`src/rtl/execute_stage_fwd.sv`:
```
// Execute stage with operand forwarding, branch resolution and the E/M pipeline register.
// Define EX_MULDIV_EN to include the iterative multiply/divide unit.
module execute_stage_fwd #(
    parameter int XLEN       = 32,
    parameter int REG_ADDR_W = 5
) (
    input  logic                  clk,
    input  logic                  rst,
    input  logic                  stall_i,
    input  logic                  flush_i,
    input  logic                  reg_write_e,
    input  logic                  mem_write_e,
    input  logic [1:0]            result_src_e,
    input  logic                  branch_e,
    input  logic                  jump_e,
    input  logic                  alu_src_e,
    input  logic [3:0]            alu_ctrl_e,
    input  logic [2:0]            funct3_e,
    input  logic                  muldiv_e,
    input  logic [1:0]            md_op_e,
    input  logic [1:0]            fwd_a_e,
    input  logic [1:0]            fwd_b_e,
    input  logic [XLEN-1:0]       rd1_e,
    input  logic [XLEN-1:0]       rd2_e,
    input  logic [XLEN-1:0]       imm_ext_e,
    input  logic [XLEN-1:0]       pc_e,
    input  logic [XLEN-1:0]       pc_plus4_e,
    input  logic [XLEN-1:0]       result_w,
    input  logic [REG_ADDR_W-1:0] rd_e,
    output logic                  pc_src_e,
    output logic [XLEN-1:0]       pc_target_e,
    output logic                  ex_busy,
    output logic                  reg_write_m,
    output logic                  mem_write_m,
    output logic [1:0]            result_src_m,
    output logic [REG_ADDR_W-1:0] rd_m,
    output logic [XLEN-1:0]       alu_result_m,
    output logic [XLEN-1:0]       write_data_m,
    output logic [XLEN-1:0]       pc_plus4_m
);
    localparam int SHW = $clog2(XLEN);

    logic [XLEN-1:0] srcA, fwdB, srcB, aluOut;
    logic            cond, exBusy, mdDone;
    logic [XLEN-1:0] mdResult;

    always_comb begin
        case (fwd_a_e)
            2'b01:   srcA = result_w;
            2'b10:   srcA = alu_result_m;
            default: srcA = rd1_e;
        endcase
        case (fwd_b_e)
            2'b01:   fwdB = result_w;
            2'b10:   fwdB = alu_result_m;
            default: fwdB = rd2_e;
        endcase
    end

    assign srcB = alu_src_e ? imm_ext_e : fwdB;

    always_comb begin
        aluOut = '0;
        case (alu_ctrl_e)
            4'd0: aluOut = srcA + srcB;
            4'd1: aluOut = srcA - srcB;
            4'd2: aluOut = srcA & srcB;
            4'd3: aluOut = srcA | srcB;
            4'd4: aluOut = srcA ^ srcB;
            4'd5: aluOut = {{(XLEN-1){1'b0}}, $signed(srcA) < $signed(srcB)};
            4'd6: aluOut = {{(XLEN-1){1'b0}}, srcA < srcB};
            4'd7: aluOut = srcA << srcB[SHW-1:0];
            4'd8: aluOut = srcA >> srcB[SHW-1:0];
            4'd9: aluOut = $signed(srcA) >>> srcB[SHW-1:0];
            default: aluOut = '0;
        endcase
    end

    // Branches always compare the register operands, even when the ALU takes the immediate.
    always_comb begin
        cond = 1'b0;
        case (funct3_e)
            3'd0: cond = (srcA == fwdB);
            3'd1: cond = (srcA != fwdB);
            3'd4: cond = ($signed(srcA) <  $signed(fwdB));
            3'd5: cond = ($signed(srcA) >= $signed(fwdB));
            3'd6: cond = (srcA <  fwdB);
            3'd7: cond = (srcA >= fwdB);
            default: cond = 1'b0;
        endcase
    end

    assign pc_target_e = pc_e + imm_ext_e;
    assign pc_src_e    = ((branch_e & cond) | jump_e) & ~exBusy;
    assign ex_busy     = exBusy;

`ifdef EX_MULDIV_EN
    typedef enum logic [1:0] {IDLE, RUN, DONE} mdState_t;

    mdState_t        state, stateNext;
    logic [SHW-1:0]  cnt;
    logic [1:0]      mdOp;
    logic [XLEN-1:0] accHi, accLo, mdOpnd;
    logic [XLEN:0]   mulSum, remSh;
    logic [XLEN-1:0] divDiff;
    logic            divGe, mdStart;

    assign mdStart = muldiv_e & ~stall_i & ~flush_i;

    always_ff @(posedge clk) begin
        if (rst) state <= IDLE;
        else     state <= stateNext;
    end

    always_comb begin
        stateNext = state;
        case (state)
            IDLE:    if (mdStart) stateNext = RUN;
            RUN:     if (flush_i) stateNext = IDLE;
                     else if (cnt == '0) stateNext = DONE;
            DONE:    if (flush_i | ~stall_i) stateNext = IDLE;
            default: stateNext = IDLE;
        endcase
    end

    // accHi:accLo holds the running product, or remainder:quotient while dividing.
    assign mulSum  = {1'b0, accHi} + (accLo[0] ? {1'b0, mdOpnd} : {(XLEN+1){1'b0}});
    assign remSh   = {accHi, accLo[XLEN-1]};
    assign divGe   = (remSh >= {1'b0, mdOpnd});
    assign divDiff = remSh[XLEN-1:0] - mdOpnd;

    always_ff @(posedge clk) begin
        if (rst) begin
            cnt    <= '0;
            mdOp   <= '0;
            accHi  <= '0;
            accLo  <= '0;
            mdOpnd <= '0;
        end else if (state == IDLE) begin
            if (mdStart) begin
                cnt    <= SHW'(XLEN-1);
                mdOp   <= md_op_e;
                accHi  <= '0;
                accLo  <= md_op_e[1] ? srcA : fwdB;
                mdOpnd <= md_op_e[1] ? fwdB : srcA;
            end
        end else if (state == RUN) begin
            cnt <= cnt - 1'b1;
            if (!mdOp[1]) begin
                {accHi, accLo} <= {mulSum, accLo[XLEN-1:1]};
            end else begin
                accHi <= divGe ? divDiff : remSh[XLEN-1:0];
                accLo <= {accLo[XLEN-2:0], divGe};
            end
        end
    end

    assign exBusy   = ((state == IDLE) & muldiv_e & ~flush_i) | (state == RUN);
    assign mdDone   = (state == DONE);
    assign mdResult = mdOp[0] ? accHi : accLo;
`else
    logic unusedMd;
    assign unusedMd = ^{muldiv_e, md_op_e};
    assign exBusy   = 1'b0;
    assign mdDone   = 1'b0;
    assign mdResult = '0;
`endif

    always_ff @(posedge clk) begin
        if (rst || (!stall_i && (flush_i || exBusy))) begin
            reg_write_m  <= 1'b0;
            mem_write_m  <= 1'b0;
            result_src_m <= '0;
            rd_m         <= '0;
            alu_result_m <= '0;
            write_data_m <= '0;
            pc_plus4_m   <= '0;
        end else if (!stall_i) begin
            reg_write_m  <= reg_write_e;
            mem_write_m  <= mem_write_e;
            result_src_m <= result_src_e;
            rd_m         <= rd_e;
            alu_result_m <= mdDone ? mdResult : aluOut;
            write_data_m <= fwdB;
            pc_plus4_m   <= pc_plus4_e;
        end
    end
endmodule
```
`config.mk`:
```
export PLATFORM = sky130hd
export DESIGN_NAME = execute_stage_fwd
export DESIGN_NICKNAME = d
export VERILOG_FILES = /design/src/rtl/execute_stage_fwd.sv
export SDC_FILE = /design/constraint.sdc
export NUM_CORES = 1
export LEC_CHECK = 0
export ABC_AREA = 1
export CORE_ASPECT_RATIO = 0.9
export CORE_MARGIN = 8
export CORE_UTILIZATION = 49
export DETAILED_ROUTE_END_ITERATION = 10
export GPL_TIMING_DRIVEN = 0
export PLACE_DENSITY = 0.91
export SYNTH_ARGS = -nofsm -noshare
export SYNTH_HDL_FRONTEND = slang
export SYNTH_SLANG_ARGS = --single-unit
export TNS_END_PERCENT = 20
```
`constraint.sdc`:
```
create_clock -name clk -period 4.1 [get_ports clk]
set_clock_uncertainty 0.15 [all_clocks]
set_input_delay 0.82 -clock clk [delete_from_list [all_inputs] [get_ports clk]]
set_output_delay 0.82 -clock clk [all_outputs]
set_load 0.05 [all_outputs]
```
==> impl_metrics.ini, run 1 <==
[outcome]
firstError = [ERROR GRT-0232] Routing congestion too high. Check the congestion heatmap in the GUI.
status = stopped before the end
stop_stage = 5_1_grt

[timing]
crit_endpoint = pc_src_e
worstEndpointType = top-level output

[floorplanning]
start_util = 0.499
ios = 361
rows = 64
fp.dieW_um = 212
die_h_um = 193

[yosys]
ys.flop_type = dfxtp_1
yosys.cell_types.count = 49
synth_top_cell_area_share = 0.186
syn_nets = 3427
seq_area_frac_synth = 0.124
yosysMostFrequentCell = nand2_1
netlist.top_cell.by_area = nand2_1
synth_top_cells_by_area = nand2_1, nand3_1, dfxtp_1
synth_commonest_cells = nand2_1, nand3_1, a21oi_1, inv_1, o21ai_0
synth_enable_flop_cells = 0
async_flop_share = 0
netlist_area_mm2 = 0.0170
synth_seq_cells = 105
synth_cells = 3037
synth.avg_cell_area_um2 = 5.60
yosysWarnings = 0

[global_route]
overflow = 9
grtUsageTotal = 0.688
grt_max_degree = 23

[place]
io_buffers = 356
dp_hpwl_mm = 82.2
gp_congestion = 1.24

[cts]
cts_buffer_depth = 2
numCtsBuffers = 9
cts_htree_levels = 3
cts_num_sinks = 105
ctsRootBufferMaster = clkbuf_16
[through the flow]
step	TNS, ns	area [um2]	worst slack, ns	cells
floorplan	-0.357	17000	-0.139	3037
global placement	-76.97	21200	-2.52	3855
detailed placement	-79.05	21200	-2.54	3855
CTS	-20.44	22500	-1.16	3870
[cell families after synthesis]
| family | synth area share |
|---|---|
| other cells | 0.000220 |
| simple gates | 0.420 |
| flops | 0.124 |
| xor+xnor | 0.0175 |
| fa+ha+maj | 0.125 |
| compound gates | 0.210 |
| buf+inv | 0.104 |
[layer usage]
metal	overflow	track usage
met1	0	0.659
met2	4	0.826
met3	1	0.627
met4	4	0.635
met5	0	0.399
[repair_timing]
item / CTS
pin swaps: 19
gates resized for setup: 485
endpoints found under the setup margin: 60
hold buffers: 0
buffers inserted: 9
==> run 2, diff against run 1 <==
--- a/config.mk
+++ b/config.mk
@@ -6,12 +6,11 @@
 export NUM_CORES = 1
 export LEC_CHECK = 0
 export ABC_AREA = 1
-export CORE_ASPECT_RATIO = 0.9
 export CORE_MARGIN = 8
-export CORE_UTILIZATION = 49
+export CORE_UTILIZATION = 35
 export DETAILED_ROUTE_END_ITERATION = 10
 export GPL_TIMING_DRIVEN = 0
-export PLACE_DENSITY = 0.91
+export PLACE_DENSITY_LB_ADDON = 0.15
 export SYNTH_ARGS = -nofsm -noshare
 export SYNTH_HDL_FRONTEND = slang
 export SYNTH_SLANG_ARGS = --single-unit
==> constraint.sdc (replaced) <==
create_clock -name clk -period 5.3 [get_ports clk]
set_clock_uncertainty 0.15 [all_clocks]
set_input_delay 1.06 -clock clk [delete_from_list [all_inputs] [get_ports clk]]
set_output_delay 1.06 -clock clk [all_outputs]
set_load 0.05 [all_outputs]
==> impl_metrics.ini, run 2 <==
[finish]
multiInputGateArea_mm2 = 0.0140
drive_gt1_frac = 0.106
finalNonFillerCells = 4084
final_core_util = 0.480
regArea_mm2 = 0.00210
most-common-layout-cells = nand2_1, nand3_1, clkdlybuf4s50_1
reg.largest.list = alu_result_m: 32 flops, pc_plus4_m: 32 flops, write_data_m: 32 flops
final_common_cell = nand2_1
area_growth_pct = 36.7
nets = 3842
fill_cells = 5147

[place]
placed_cells_incl_taps = 4027
io_buffers = 356
dp_hpwl_mm = 97.7
gp_congestion = 1.11

[timing]
slew_headroom = -0.181
tns_ns = -0.167
whs_ns = 0.316
setup_viol = 1
tightest_slew_ns = 1.73
slew_violations = 2
post-route-period-util = 1.03
max_freq_ghz = 0.183
final-hold-violation-count = 0
worst_slack_ns = -0.167
period_needed_ns = 5.47

[yosys]
ys.flop_type = dfxtp_1
netlist.top_cell.by_area = nand2_1
synth_top_cells_by_area = nand2_1, nand3_1, dfxtp_1
synth_enable_flop_cells = 0
async_flop_share = 0
synth_seq_cells = 105
synth.avg_cell_area_um2 = 5.60
synth_top_cell_area_share = 0.186
yosys.cell_types.count = 49
yosysWarnings = 0
synth_commonest_cells = nand2_1, nand3_1, a21oi_1, inv_1, o21ai_0
synth_cells = 3037
seq_area_frac_synth = 0.124
yosysMostFrequentCell = nand2_1
syn_nets = 3427
netlist_area_mm2 = 0.0170

[outcome]
violations = max-capacitance violations, max-slew violations, negative setup slack
status = complete, but fails checks

[hold_path]
hold_path_class = reg -> reg
hold_depth = 2

[setup_path]
path_buf_inv = 5
crit_path_top_delay_cell = a2111oi_0
crit_arrival_ns = 5.56
cp_top_family = compound AO/OA/AOI/OAI gates
cp_max_fo = 10
crit_path_end_kind = flop
slowest_delay_ns = 1.43
cp_num_cells = 14
start_kind = input port
worstPathCellList = buf_8 -> inv_4 -> ha_4 -> inv_6 -> buf_8 -> o21ai_2 -> inv_1 -> ha_1 -> fa_1 -> xnor2_1 -> a2111oi_0 -> nand2_1 -> nand2_1 -> a21oi_1
rr_worst_depth = 11
critical_path_class = in -> reg
crit_required_ns = 5.39

[cts]
cts_num_sinks = 105
ctsRootBufferMaster = clkbuf_16
path_clk_slew_ns = 0.08
numCtsBuffers = 9
clkLatencyLatePin_ns = 0.38
cts_htree_levels = 3
cts_tree = built
postCtsHoldBufs = 0
cts_buffer_depth = 2

[power_and_ir_drop]
vdd_drop_max_v = 0.000238
p_leak_uw = 0.0105
power_density_mw_per_mm2 = 253
finalPower_uw = 5890

[floorplanning]
core_region_area_mm2 = 0.0484
die_h_um = 236
rows = 81
fp.dieW_um = 236
die-area_mm2 = 0.0559
ios = 361
start_util = 0.351

[detailed_routing]
final_antenna_net_count = 0
via_count = 25300
drt_wl_total_mm = 120
wire_per_inst_um = 29.3
firstDrtPassIters = 6
drc_errors = 0
initialDrtViolationCount = 3807
drt-vias-per-instance = 6.20

[global_route]
grt_pass1_vias = 23600
grtUsageTotal = 0.401
overflow = 0
grt_max_degree = 21
antenna_found_initial = 11
grt_pass1_wl_mm = 166

[job]
drv_cap = 1
## run 2: area by class of cell
type,instances,area share
multi-input cells,2501,0.604
repair buffers,416,0.173
flip-flops and latches,105,0.0904
inverters,281,0.0481
plain buffers,137,0.0372
well taps,622,0.0335
clock buffers,9,0.00969
clock inverters,7,0.00269
diodes,5,0.000538
repair inverters,1,0.000323
## run 2: final timing paths
check / slack, ns / end / start
worst max-delay path: -0.17 / alu_result_m[2]$_SDFFE_PP0N_ / fwd_a_e[0]
worst max register to register: 0.91 / alu_result_m[2]$_SDFFE_PP0N_ / alu_result_m[0]$_SDFFE_PP0N_
worst min register to register: 0.32 / rd_m[4]$_SDFFE_PP0N_ / rd_m[4]$_SDFFE_PP0N_
worst min-delay path: 0.32 / rd_m[4]$_SDFFE_PP0N_ / rd_m[4]$_SDFFE_PP0N_
## run 2: where the power goes
group | switching, uW | total, uW | internal [uW] | leakage (uW)
combinational | 3020 | 4330 | 1310 | 0.00955
clock | 349 | 677 | 328 | 0.000132
sequential | 46.4 | 881 | 835 | 0.000860
total | 3420 | 5890 | 2470 | 0.0105
## run 2: logic make-up (layout without fill, tap and decap cells)
family	Yosys count	count (layout)	synth area share
and+or+nand+nor	1655	1655	0.420
AOI/OAI and AO/OA	643	643	0.210
buffers and inverters	431	851	0.104
adders and majority gates	168	168	0.125
DFF	105	105	0.124
xor gates and xnor gates	34	34	0.0175
other	1	6	0.000220
## run 2: worst min-delay path, stage by stage, from the launching register on
cell,delay [ns]
dfxtp_1,0.31
nand2_1,0.06
a21oi_1,0.05
## run 2: stage by stage
step | worst slack, ns | cell area (um2)
after floorplan | 0.320 | 17000
after global placement | -2.71 | 21400
after detailed placement | -2.11 | 21400
after CTS | -0.256 | 22700
after global routing | -0.0172 | 23200
final | -0.167 | 23300
## run 2: what timing repair did
action                                  4_1_cts  5_1_grt
pin swaps                                    29       34
cloned                                        2        0
endpoints found under the setup margin       54       47
setup buffers                                37       10
resized for setup                           293      156
## run 2: per-layer routing
| layer | vias to the layer above | global-route usage | share of wire |
|---|---|---|---|
| met1 | 11900 | 0.496 | 0.38 |
| li1 | 11100 | - | - |
| met4 | 14 | 0.215 | 0.068 |
| met2 | 1921 | 0.619 | 0.43 |
| met5 | - | 0 | 0.0010 |
| met3 | 407 | 0.121 | 0.13 |
Note: power is estimated with default switching activity, not from simulation.
